### src/rtl/mod_counter_pkg.sv
// Shared constants and elaboration-time helpers for the modulo counter family.
package counter_pkg;

  localparam logic DIR_UP = 1'b1;
  localparam logic DIR_DN = 1'b0;

  function automatic int clog2(input int v);
    int r;
    r = 0;
    while ((1 << r) < v) r++;
    return r;
  endfunction

  function automatic bit modulo_ok(input int width, input int modulo);
    return (modulo >= 2) && (longint'(modulo) <= (longint'(1) << width));
  endfunction

  function automatic bit prescale_ok(input int prescale);
    return prescale >= 1;
  endfunction

  function automatic bit reset_val_ok(input int reset_val, input int modulo);
    return (reset_val >= 0) && (reset_val < modulo);
  endfunction

endpackage

### src/rtl/mod_counter_tick_gen.sv
// Prescaler: emits tick on the enabled cycle that completes a PRESCALE-long period.
module tick_gen
  import counter_pkg::*;
#(
  parameter int PRESCALE = 1
) (
  input  logic clk,
  input  logic reset,
  input  logic en,
  input  logic clr,
  output logic tick
);

  // PRESCALE=1 keeps a 1-bit pc that never leaves 0, so tick degenerates to en.
  localparam int PCW = (clog2(PRESCALE) > 0) ? clog2(PRESCALE) : 1;
  localparam logic [PCW-1:0] PC_MAX = PCW'(PRESCALE - 1);

  logic [PCW-1:0] pc;

  assign tick = en && (pc == PC_MAX);

  always_ff @(posedge clk) begin
    if (reset || clr) pc <= '0;
    else if (en)      pc <= tick ? '0 : pc + 1'b1;
  end

endmodule

### src/rtl/mod_counter.sv
// Modulo up/down counter with prescaler, clamped load, tc pulse and sticky ovf.
// Define MOD_COUNTER_SATURATE_EN to hold at the limits instead of wrapping.
module mod_counter
  import counter_pkg::*;
#(
  parameter int WIDTH     = 8,
  parameter int MODULO    = 256,
  parameter int PRESCALE  = 1,
  parameter int RESET_VAL = 0
) (
  input  logic             clk,
  input  logic             reset,
  input  logic             en,
  input  logic             up_dn,
  input  logic             load,
  input  logic [WIDTH-1:0] load_val,
  input  logic             clr_ovf,
  output logic [WIDTH-1:0] value,
  output logic             tc,
  output logic             ovf
);

  if (!modulo_ok(WIDTH, MODULO)) begin : g_bad_modulo
    $error("mod_counter: MODULO must be in 2..2**WIDTH");
  end
  if (!prescale_ok(PRESCALE)) begin : g_bad_prescale
    $error("mod_counter: PRESCALE must be >= 1");
  end
  if (!reset_val_ok(RESET_VAL, MODULO)) begin : g_bad_reset_val
    $error("mod_counter: RESET_VAL must be < MODULO");
  end

  // One extra bit so MODULO = 2**WIDTH needs no special case.
  localparam int AW = WIDTH + 1;
  localparam logic [AW-1:0] MAX = AW'(MODULO - 1);

  logic          step;
  logic [AW-1:0] v_ext;
  logic [AW-1:0] ld_ext;
  logic          at_limit;

  tick_gen #(.PRESCALE(PRESCALE)) u_tick (
    .clk   (clk),
    .reset (reset),
    .en    (en),
    .clr   (load),
    .tick  (step)
  );

  assign v_ext    = {1'b0, value};
  assign ld_ext   = {1'b0, load_val};
  assign at_limit = (up_dn == DIR_DN) ? (v_ext == '0) : (v_ext == MAX);

  always_ff @(posedge clk) begin
    if (reset) begin
      value <= WIDTH'(RESET_VAL);
      tc    <= 1'b0;
      ovf   <= 1'b0;
    end else begin
      tc <= 1'b0;
      if (clr_ovf) ovf <= 1'b0;
      if (load) begin
        value <= (ld_ext > MAX) ? MAX[WIDTH-1:0] : load_val;
      end else if (step) begin
        if (at_limit) begin
          tc  <= 1'b1;
          ovf <= 1'b1;
`ifdef MOD_COUNTER_SATURATE_EN
          value <= value;
`else
          value <= (up_dn == DIR_UP) ? '0 : MAX[WIDTH-1:0];
`endif
        end else begin
          value <= (up_dn == DIR_UP) ? WIDTH'(v_ext + 1'b1) : WIDTH'(v_ext - 1'b1);
        end
      end
    end
  end

endmodule

### config.mk
export PLATFORM = sky130hd
export DESIGN_NAME = mod_counter
export DESIGN_NICKNAME = d
export VERILOG_FILES = /design/src/rtl/mod_counter_pkg.sv /design/src/rtl/mod_counter_tick_gen.sv /design/src/rtl/mod_counter.sv
export SDC_FILE = /design/constraint.sdc
export NUM_CORES = 1
export LEC_CHECK = 0
export CORE_UTILIZATION = 35
export DETAILED_ROUTE_END_ITERATION = 16
export PLACE_DENSITY_LB_ADDON = 0.3
export SETUP_SLACK_MARGIN = 0.4
export SYNTH_ARGS = -nofsm -noshare
export SYNTH_HDL_FRONTEND = slang
export SYNTH_HIERARCHICAL = 1
export SYNTH_SLANG_ARGS = --single-unit
### constraint.sdc
create_clock -name clk -period 5.9 [get_ports clk]
set_clock_uncertainty 0.2 [all_clocks]
set_input_delay 1.18 -clock clk [delete_from_list [all_inputs] [get_ports clk]]
set_output_delay 1.18 -clock clk [all_outputs]
set_load 0.1 [all_outputs]
**Yosys cells after proc, flatten, opt, wreduce, memory -nomap -nowiden**

Index checks and enable logic that the tools add are counted.

- Equality and inequality tests: 1
- Mux-type cells: 13
- Bitwise logic cells: 2
- Magnitude comparators: 1
- Add/subtract/negate cells: 3
- Reductions and logical operators: 5

Operators with widths:

| operator | count |
|---|---|
| $mux 8 | 6 |
| $logic_not 9->1 | 1 |
| $add 8x1->8 const B | 1 |
| $eq 8x8->1 const B | 1 |
| $gt 8x8->1 const B | 1 |
| $sub 8x1->8 const B | 1 |
| $mux 1 | 7 |
| $reduce_or 3->1 | 1 |
| $not 1->1 | 2 |
| $reduce_bool 2->1 | 1 |
| $add 1x1->1 const B | 1 |
| $logic_and 1x1->1 | 1 |
| $logic_or 1x1->1 | 1 |

- Word-level logic and storage cells: 29
- Flip-flop bits (word level): 11
- Bits of input ports: 14
- Output and inout port bits: 10

**Depth between registers and ports, before layout**

Gate-level depths: netlist (run 1).

- Word-level depth: 5
- Gate-level depth with buffers: 7
- Mapped depth without buffers: 7

**Modules after synthesis**

Netlist (run 1), hierarchy kept.

Modules (own cells, without submodules):

| module | times used | cells each | area an instance (um2) | sequential area each (um2) |
|---|---|---|---|---|
| mod_counter | 1 | 100 | 794.5 | 200.2 |
| tick_gen | 1 | 3 | 41.3 | 20.0 |

**Worst setup path before layout (run 1)**

OpenSTA, ideal clock, no wires.

- Path type: input port to flip-flop
- Start point: input up_dn
- End point: register value[6]
- Data arrival time: 2561 ps
- Data required time: 5578 ps
- Slack: 3017 ps
- Buffers on the path: 0
- Cell stages on the path: 7
- Path through: inv_1 > fa_1 > a21o_1 > a311o_1 > a21oi_1 > xor2_1 > o21ai_0

- Cells in the longest elaborated chain, start to end: 4
- Elaborated cells between the ends (all ways): 6
- Classes of those cells: mux (6)

Ends and longest elaborated chain:

| element | line | source |
|---|---|---|
| start, declared | mod_counter.sv:14 | `input logic up_dn,` |
| $mux 8, or another cell as far along | mod_counter.sv:74 | `value <= (up_dn == DIR_UP) ? WIDTH'(v_ext + 1'b1) : WIDTH'(v_ext - 1'b1);` |
| $mux 8 * | mod_counter.sv:65 | `if (at_limit) begin` |
| $mux 8 * | mod_counter.sv:64 | `end else if (step) begin` |
| $mux 8 * | mod_counter.sv:62 | `if (load) begin` |
| end signal, assigned | mod_counter.sv:63 | `value <= (ld_ext > MAX) ? MAX[WIDTH-1:0] : load_val;` |
| end signal, assigned | mod_counter.sv:71 | `value <= (up_dn == DIR_UP) ? '0 : MAX[WIDTH-1:0];` |
| end signal, assigned | mod_counter.sv:74 |  |
| end, declared | mod_counter.sv:18 | `output logic [WIDTH-1:0] value,` |

Mark *: on every way between the ends. The rest lies on a longest branch, timed or not. The select of a mux whose other input is x is not followed.
A chain may end at the register's enable or synchronous reset.

**Final worst setup path (run 1)**

- Start point: input up_dn
- End point: register value[5]

Same word-level chain as after synthesis.

==> flow_summary.toml, run 1 <==
[route]
ant_nets = 0
remaining_drc_errors = 0
wl_per_cell_um = 12.79
vias_per_cell = 5.170
routed_wl_um = 1957
drt_iter0_drc = 13
drt-pass1-iter-count = 4
vias = 791

[worst_setup_path]
required_ns = 5.87
r2r_slack_ns = 3.76
timing.rr.end = "value[6]"
cp_cell_sequence = "clkdlybuf4s50_1 > inv_1 > ha_1 > a211oi_1 > o21ai_0 > a21oi_1 > and4b_1 > o31a_1"
worstPathArrival_ns = 3.36
path_max_fanout = 7
reg2reg_depth = 6
startpoint_type = "primary input"
crit_type = "primary input to register"
critPathSlowestCell = "clkdlybuf4s50_1"
r2r-start = "value[0]"
slowest_delay_ns = 0.59
endpoint_kind = "register"

[cts]
hold_buffers = 0
clock_sinks = 11
numCtsBuffers = 3
clk_pin_slew_worst_paths_ns = 0.07
cts_tree = "yes"
post_cts_buffers = 0
h-tree-depth = 1
insertion_delay_ns = 0.27
cts_root_buf = "clkbuf_4"
clockBufferDepth = 2
cts_resized = 0

[floorplanning]
fp.dieH_um = 50.87
core_area_um2 = 2233
ioPinCount = 24
rows = 17
fp.dieW_um = 50.87
initial_utilization = 0.3742
die-area_um2 = 2587

[yosys]
synth_fa_ha_area_frac = 0.1138
yosysSeqAreaShare = 0.2635
synth-xor-area-share = 0.07335
yosys-mux-area-fraction = 0.01347
syn-num-nets = 124
synth-seq-cells = 11
yosysUniqueCellTypes = 35
synth.avg_cell_area_um2 = 8.115
synthSimpleGateAreaFrac = 0.3114
yosysWarnings = 6
synth-compound-area-share = 0.1871
syn_inst = 103
netlist_area_um2 = 835.8
synth_top_family_by_area = "simple AND/OR/NAND/NOR gates"

[cells_and_area]
antenna_cells = 0
layout_common_cells = "23 x clkdlybuf4s50_1, 14 x a21oi_1, 12 x nor2_1, 11 x dfxtp_1, 8 x nor3_1"
drive_gt1_frac = 0.1040
areaGrowthSynthToFinish_pct = 32.48
n_fill_cell = 228
nets = 147
final_common_cell = "clkdlybuf4s50_1"

[placement]
dpl.hpwl_um = 1486
place_congestion = 0.7572
port_buffers = 23

[hold_path]
min_path_cells = 2
hp-class = "register to register"
min_from = "ovf"
hold_end = "ovf"

[power]
power.density_nw_per_um2 = 251.1
clkPwrFrac = 0.193
pwr-share-comb = 0.477
cellInternalPower_w = 0.0001548
leakagePower_nw = 0.4400
sequentialPowerShare = 0.330
vdd_ir_drop_max_mv = 0.1290
p_sw_frac = 0.4432
p_switching_w = 0.0001232
finalPower_w = 0.0002781

[global_route]
antenna_found_initial = 0
grt_pass1_wl_um = 3229
gr-total-overflow = 0
track_usage = 0.1680
grt_pass1_vias = 743
grt_max_degree = 20

[sta]
setup-tns-final_ns = 0
worst_pin_slew_ns = 0.9627
period_share = 0.5745
finalSetupViolations = 0
min_period_ns = 3.390
max_freq_ghz = 0.2950
maxSlewViolCount = 0
relSlewSlack = 0.3562
grt_setup_unrepaired = "false"
hold_viol_final = 0

[run_status]
status = "finished clean"

[flow_run]
maxCapViolCount = 0
-- worst max-delay path by stage --
| stage | depth (start not counted) | slack, ns | startpoint | end |
|---|---|---|---|---|
| global placement | 8 | 2.28 | up_dn | value[6] |
| finish | 8 | 2.51 | up_dn | value[5] |
| floorplan | 7 | 3.02 | up_dn | value[6] |
| CTS | 8 | 2.49 | up_dn | value[6] |
| global route | 8 | 2.39 | up_dn | value[5] |
| detailed placement | 8 | 2.20 | up_dn | value[6] |
-- sequential cells by signal, summed over array words and instances, names as in the netlist --
signal / flops
value: 8
ovf: 1
tc: 1
u_tick/pc: 1
-- power by group through the flow --
stage               combinational, W  sequential, W  clock (W)
floorplan                  0.0000546       0.000138          0
global placement            0.000131      0.0000935          0
finish                      0.000133      0.0000918  0.0000536
global route                0.000142      0.0000935  0.0000591
detailed placement          0.000133      0.0000937          0
CTS                         0.000134      0.0000919  0.0000546
-- layer usage --
layer / routed length [um] / GRT usage / share of wire
met3: 69 / 0.02976 / 0.035
met1: 952 / 0.2051 / 0.49
met4: 34 / 0.08333 / 0.017
met5: 0 / 0 / 0
met2: 901 / 0.2822 / 0.46
-- final cells by class --
cell class              count  area, um2  area share
clock buffers               4      26.28     0.02373
inverters                   3      11.26     0.01017
multi-input cells          84      584.3      0.5277
flip-flops and latches     11      220.2      0.1989
well taps                  28      35.03     0.03164
repair buffers             23      230.2      0.2079
-- stage by stage --
stage | worst slack [ns] | cell area (um2) | hold WS (ns) | instances | utilization
final | 2.510 | 1107 | 0.2953 | 153 | 0.4958
after global routing | 2.386 | 1107 | 0.3138 | 153 | 0.4958
after CTS | 2.489 | 1107 | 0.2983 | 153 | 0.4958
after detailed placement | 2.198 | 1081 | 0.2876 | 149 | 0.4840
after global placement | 2.283 | 1081 | 0.2731 | 149 | 0.4840
after floorplan | 3.017 | 835.8 | 0.2740 | 103 | -
-- cell families after synthesis --
logic type / after synthesis
and+or+nand+nor: 43
muxes: 1
AOI/OAI and AO/OA: 26
buffers and inverters: 8
adders and majority gates: 7
DFF: 11
xor gates and xnor gates: 7
-- critical path: cells and delay by family --
family	cells	cell delay, ns
buffers and inverters	2	0.78
adder cells (fa/ha/maj)	1	0.33
AO/OA/AOI/OAI	4	0.84
AND/OR/NAND/NOR	1	0.22
-- synthesized netlist by cell type --
library cell	number	area, um2
a311o_1	1	10.01
ha_1	6	75.07
fa_1	1	20.02
buf_2	1	5.000
xor2_1	3	26.28
nand3_1	1	5.000
or2_2	1	6.260
nor4_4	1	21.27
nand4_1	1	6.260
o21ai_0	4	20.02
buf_1	1	3.750
or3_1	1	6.260
a21oi_1	14	70.07
mux2_2	1	11.26
dfxtp_1	11	220.2
a21o_1	3	22.52
or4_4	2	22.52
or3b_4	1	11.26
o31a_1	1	8.760
and4b_1	1	10.01
inv_1	3	11.26
nor3_1	8	40.04
a21oi_2	1	8.760
nand2b_1	1	6.260
nor4b_2	1	15.01
or3b_2	1	8.760
nor2b_2	1	8.760
clkbuf_1	3	11.26
nand2_1	6	22.52
a211oi_1	1	7.510
nor2_1	12	45.04
a41oi_1	1	8.760
xnor2_1	4	35.03
nor2b_1	3	18.77
and2_1	1	6.260
(Power assumes the default switching activity.)
==> run 2: changes to the inputs <==
==> constraint.sdc (replaced) <==
create_clock -name clk -period 3.1 [get_ports clk]
set_clock_uncertainty 0.2 [all_clocks]
set_input_delay 0.62 -clock clk [delete_from_list [all_inputs] [get_ports clk]]
set_output_delay 0.62 -clock clk [all_outputs]
set_load 0.1 [all_outputs]
==> run 2 against run 1 <==
Net effect: hold slack got worse by 0.0094 ns; largest cell class unchanged; critical path depth fell by 1; sequential power rose by 92%; register-to-register slack got worse by 2.8 ns; sequential share of layout area fell by 0.35 points; global-route usage fell by 0.063 points; via count rose by 2.1%; combinational power rose by 93%; critical endpoint is now ovf; utilization rose by 0.90 points; setup slack got worse by 2.0 ns; count of clock-buffer cells in the layout did not move; total power rose by 91%.
==> flow_summary.toml, run 2 (synthesis gave the netlist of run 1 again) <==
[run_status]
status = "finished clean"

[global_route]
grt_max_degree = 19
track_usage = 0.1674
grt_pass1_vias = 742
grt_pass1_wl_um = 3229
antenna_found_initial = 0
gr-total-overflow = 0

[sta]
finalSetupViolations = 0
grt_setup_unrepaired = "false"
maxSlewViolCount = 0
min_period_ns = 2.582
setup-tns-final_ns = 0
max_freq_ghz = 0.3873
relSlewSlack = 0.6930
hold_viol_final = 0
period_share = 0.8328
worst_pin_slew_ns = 0.4590

[cells_and_area]
antenna_cells = 0
areaGrowthSynthToFinish_pct = 34.88
post-route-util = 0.5048
multiInputGateArea_um2 = 606.8
final_common_cell = "a21oi_1"
seqCellArea_um2 = 220.2
drive_gt1_frac = 0.2344
nets = 150
top_register = "value"
n_fill_cell = 227
largest_register_ff_count = 8
layout_common_cells = "14 x a21oi_1, 13 x clkdlybuf4s50_1, 13 x buf_4, 12 x nor2_1, 11 x dfxtp_1"

[worst_setup_path]
critPathSlowestCell = "or4_4"
cpLargestDelayFamily = "simple AND/OR/NAND/NOR gates"
r2r_slack_ns = 1.00
required_ns = 3.10
endpoint_kind = "register"
worstPathArrival_ns = 2.59
cp_cell_sequence = "clkdlybuf4s50_1 > buf_4 > nand4_1 > or4_4 > nor2b_2 > or3b_4 > a21oi_2"
path_max_fanout = 6
crit_type = "primary input to register"
path_buf_inv = 2
slowest_delay_ns = 0.50
startpoint_type = "primary input"

[power]
p_sw_frac = 0.4423
power.density_nw_per_um2 = 471.5
cellInternalPower_w = 0.0002964
finalPower_w = 0.0005315
vdd_ir_drop_max_mv = 0.3687
pwr-share-comb = 0.484
clkPwrFrac = 0.185
p_switching_w = 0.0002351
leakagePower_nw = 0.4676
sequentialPowerShare = 0.331

[hold_path]
hp-class = "register to register"

[floorplanning]
ioPinCount = 24
fp.dieW_um = 50.87
rows = 17
core_area_um2 = 2233
initial_utilization = 0.3742
fp.dieH_um = 50.87
die-area_um2 = 2587

[cts]
cts_resized = 0
hold_buffers = 0
cts_root_buf = "clkbuf_4"
clock_sinks = 11
cts_tree = "yes"
numCtsBuffers = 3
post_cts_buffers = 0
clockBufferDepth = 2
h-tree-depth = 1
clk_pin_slew_worst_paths_ns = 0.07
insertion_delay_ns = 0.27

[route]
wl_per_cell_um = 12.65
drt-pass1-iter-count = 4
vias = 808
vias_per_cell = 5.179
remaining_drc_errors = 0
drt_iter0_drc = 13
routed_wl_um = 1974
ant_nets = 0

[placement]
place_congestion = 0.7452
dpl.hpwl_um = 1511
port_buffers = 23

[flow_run]
maxCapViolCount = 0
run 2: changes by cell type in the layout (fill, tap and decap cells not counted), sizes merged:
cell,change
buf,+13
clkdlybuf4s50,-10
run 2: final cells by class:
| class | instances | share of cell area |
|---|---|---|
| multi-input cells | 84 | 0.5383 |
| repair buffers | 26 | 0.2020 |
| flip-flops and latches | 11 | 0.1953 |
| well taps | 28 | 0.03108 |
| clock buffers | 4 | 0.02331 |
| inverters | 3 | 0.009989 |
run 2: worst register-to-register path: stages (launching register included):
cell,delay (ns)
dfxtp_1,0.38
or4_4,0.55
nor4_4,0.27
nor2b_2,0.13
or3b_4,0.40
a21oi_2,0.11
run 2: metal layers:
layer | vias to the layer above | routed length (um) | global-route usage | part of all wire
met1 | 371 | 892 | 0.2105 | 0.45
met5 | - | 0 | 0 | 0
met2 | 20 | 986 | 0.2889 | 0.50
met3 | 0 | 95 | 0.04464 | 0.048
met4 | 0 | 0 | 0.02778 | 0
li1 | 417 | - | - | -
run 2: worst paths after layout:
kind              startpoint  end  depth (start not counted)
setup / recovery       up_dn  ovf                          7
hold / removal           ovf  ovf                          2
setup reg to reg    value[3]  ovf                          5
hold reg to reg          ovf  ovf                          2
run 2: stage by stage:
step	setup slack (ns)	instance area, um2	hold slack (ns)	instances
2_1_floorplan	0.4515	835.8	0.2740	103
3_3_place_gp	0.2016	1079	0.2741	152
3_5_place_dp	0.1564	1079	0.2791	152
4_1_cts	0.4498	1105	0.2910	156
5_1_grt	0.4276	1127	0.3183	156
6_report	0.5182	1127	0.2859	156
run 2: power groups by stage:
stage | clock network [W] | logic (W) | registers (W)
final | 0.0000984 | 0.000257 | 0.000176
after global routing | 0.000105 | 0.000277 | 0.000178
after CTS | 0.000102 | 0.000252 | 0.000176
after detailed placement | 0 | 0.000251 | 0.000179
after global placement | 0 | 0.000249 | 0.000179
after floorplan | 0 | 0.000104 | 0.000263
==> run 3: changes to the inputs <==
==> constraint.sdc (replaced) <==
create_clock -name clk -period 2.4 [get_ports clk]
set_clock_uncertainty 0.2 [all_clocks]
set_input_delay 0.48 -clock clk [delete_from_list [all_inputs] [get_ports clk]]
set_output_delay 0.48 -clock clk [all_outputs]
set_load 0.1 [all_outputs]
==> run 3 against run 2 <==
Net effect: critical path type unchanged; total power grew 39%; critical endpoint is now value[5]; via count grew 10%; combinational power grew 46%; sequential share of layout area shrank 0.56 points.
==> flow_summary.toml, run 3 (synthesis gave the netlist of run 1 again) <==
[route]
ant_nets = 0
remaining_drc_errors = 0
routed_wl_um = 2228
vias_per_cell = 5.169
drt-pass1-iter-count = 4
drt_iter0_drc = 7
vias = 889
wl_per_cell_um = 12.95

[worst_setup_path]
slowest_delay_ns = 0.23
crit_type = "primary input to register"
required_ns = 2.37
startpoint_type = "primary input"
cp_cell_sequence = "buf_6 > clkinvlp_4 > buf_4 > ha_4 > a211oi_2 > o21ai_2 > a21oi_1 > and4b_1 > o31a_1"
endpoint_kind = "register"
worstPathArrival_ns = 1.96
critPathSlowestCell = "o31a_1"
path_max_fanout = 6
r2r_slack_ns = 0.42

[cells_and_area]
n_fill_cell = 210
areaGrowthSynthToFinish_pct = 57.78
top_register = "value"
layout_common_cells = "28 x buf_4, 13 x a21oi_1, 12 x nor2_1, 12 x clkdlybuf4s50_1"
post-route-util = 0.5905
drive_gt1_frac = 0.4097
final_common_cell = "buf_4"
antenna_cells = 0
nets = 166
stdcell_count = 172
largest_register_ff_count = 8

[power]
vdd_ir_drop_max_mv = 0.3523
leakagePower_nw = 0.5519
power.density_nw_per_um2 = 558.9

[floorplanning]
die-area_um2 = 2587
rows = 17
fp.dieH_um = 50.87
initial_utilization = 0.3742
core_area_um2 = 2233
fp.dieW_um = 50.87
ioPinCount = 24

[sta]
finalSetupViolations = 0
hold_viol_final = 0
max_freq_ghz = 0.5020
min_period_ns = 1.992
fin_hold_ws_ns = 0.2928
maxSlewViolCount = 0
postLayoutSetupSlackWorst_ns = 0.4080
relSlewSlack = 0.8205
setup-tns-final_ns = 0
worst_pin_slew_ns = 0.2673
period_share = 0.8300
grt_setup_unrepaired = "true"

[cts]
cts_tree = "yes"
clock_sinks = 11
insertion_delay_ns = 0.28
clk_pin_slew_worst_paths_ns = 0.07
hold_buffers = 0
clockBufferDepth = 2
h-tree-depth = 1
numCtsBuffers = 3
cts_root_buf = "clkbuf_4"

[global_route]
grt_pass1_vias = 907
grt_max_degree = 19
grt_pass1_wl_um = 3808
antenna_found_initial = 0
gr-total-overflow = 0
track_usage = 0.1971

[flow_run]
maxCapViolCount = 0

[placement]
pre_cts_slack_ns = -0.4098
dpl.hpwl_um = 1609
dp_cells = 160
place_congestion = 0.7976
port_buffers = 23

[run_status]
status = "finished clean"

[hold_path]
hp-class = "register to register"
[run 3: cell count changes in the layout (fill, tap and decap cells not counted), sizes merged]
cell           change
buf               +17
clkdlybuf4s50      -1
clkinvlp           +1
inv                -1
[run 3: critical path, delay by kind of cell]
family	cells	cell delay [ns]
AO/OA/AOI/OAI	4	0.68
buffers and inverters	3	0.39
adder cells (fa/ha/maj)	1	0.22
AND/OR/NAND/NOR	1	0.19
[run 3: per-stage QoR]
step,area [um2],power (W)
CTS,1290,0.0007282
finish,1319,0.0007371
global placement,1191,0.0005775
global route,1319,0.0007807
detailed placement,1191,0.0005809
floorplan,888.4,0.0004854
[run 3: timing repair]
| action | in CTS | in global routing |
|---|---|---|
| endpoints found under the setup margin | 9 | 7 |
| buffers inserted | 5 | 3 |
| resized for setup | 9 | 3 |
| pin swaps | 7 | 3 |
[run 3: metal layers]
metal / track usage / routed length, um / vias up / part of all wire
met5: 0 / 0 / - / 0
met4: 0.07407 / 71 / 0 / 0.032
met3: 0.05357 / 107 / 9 / 0.048
met2: 0.3489 / 1102 / 24 / 0.49
met1: 0.2238 / 947 / 405 / 0.43
li1: - / - / 451 / -
[run 3: power breakdown]
part           switching [W]  internal [W]  total (W)
Combinational       0.000224      0.000151   0.000375
Sequential         0.0000304      0.000202   0.000233
Clock              0.0000646     0.0000645   0.000129
[run 3: path summary, 6_finish.rpt]
path / depth (start not counted) / startpoint / endpoint
worst max register to register: 5 / value[2] / ovf
worst max-delay path: 9 / up_dn / value[5]
worst min-delay path: 2 / ovf / ovf
worst min register to register: 2 / ovf / ovf
[run 3: layout make-up]
class / instances / area, um2 / area share
Inverter: 3 / 15.01 / 0.01139
Multi-Input combinational cell: 84 / 639.4 / 0.4848
Clock buffer: 4 / 26.28 / 0.01992
Timing Repair Buffer: 42 / 352.8 / 0.2676
Tap cell: 28 / 35.03 / 0.02657
Sequential cell: 11 / 250.2 / 0.1898
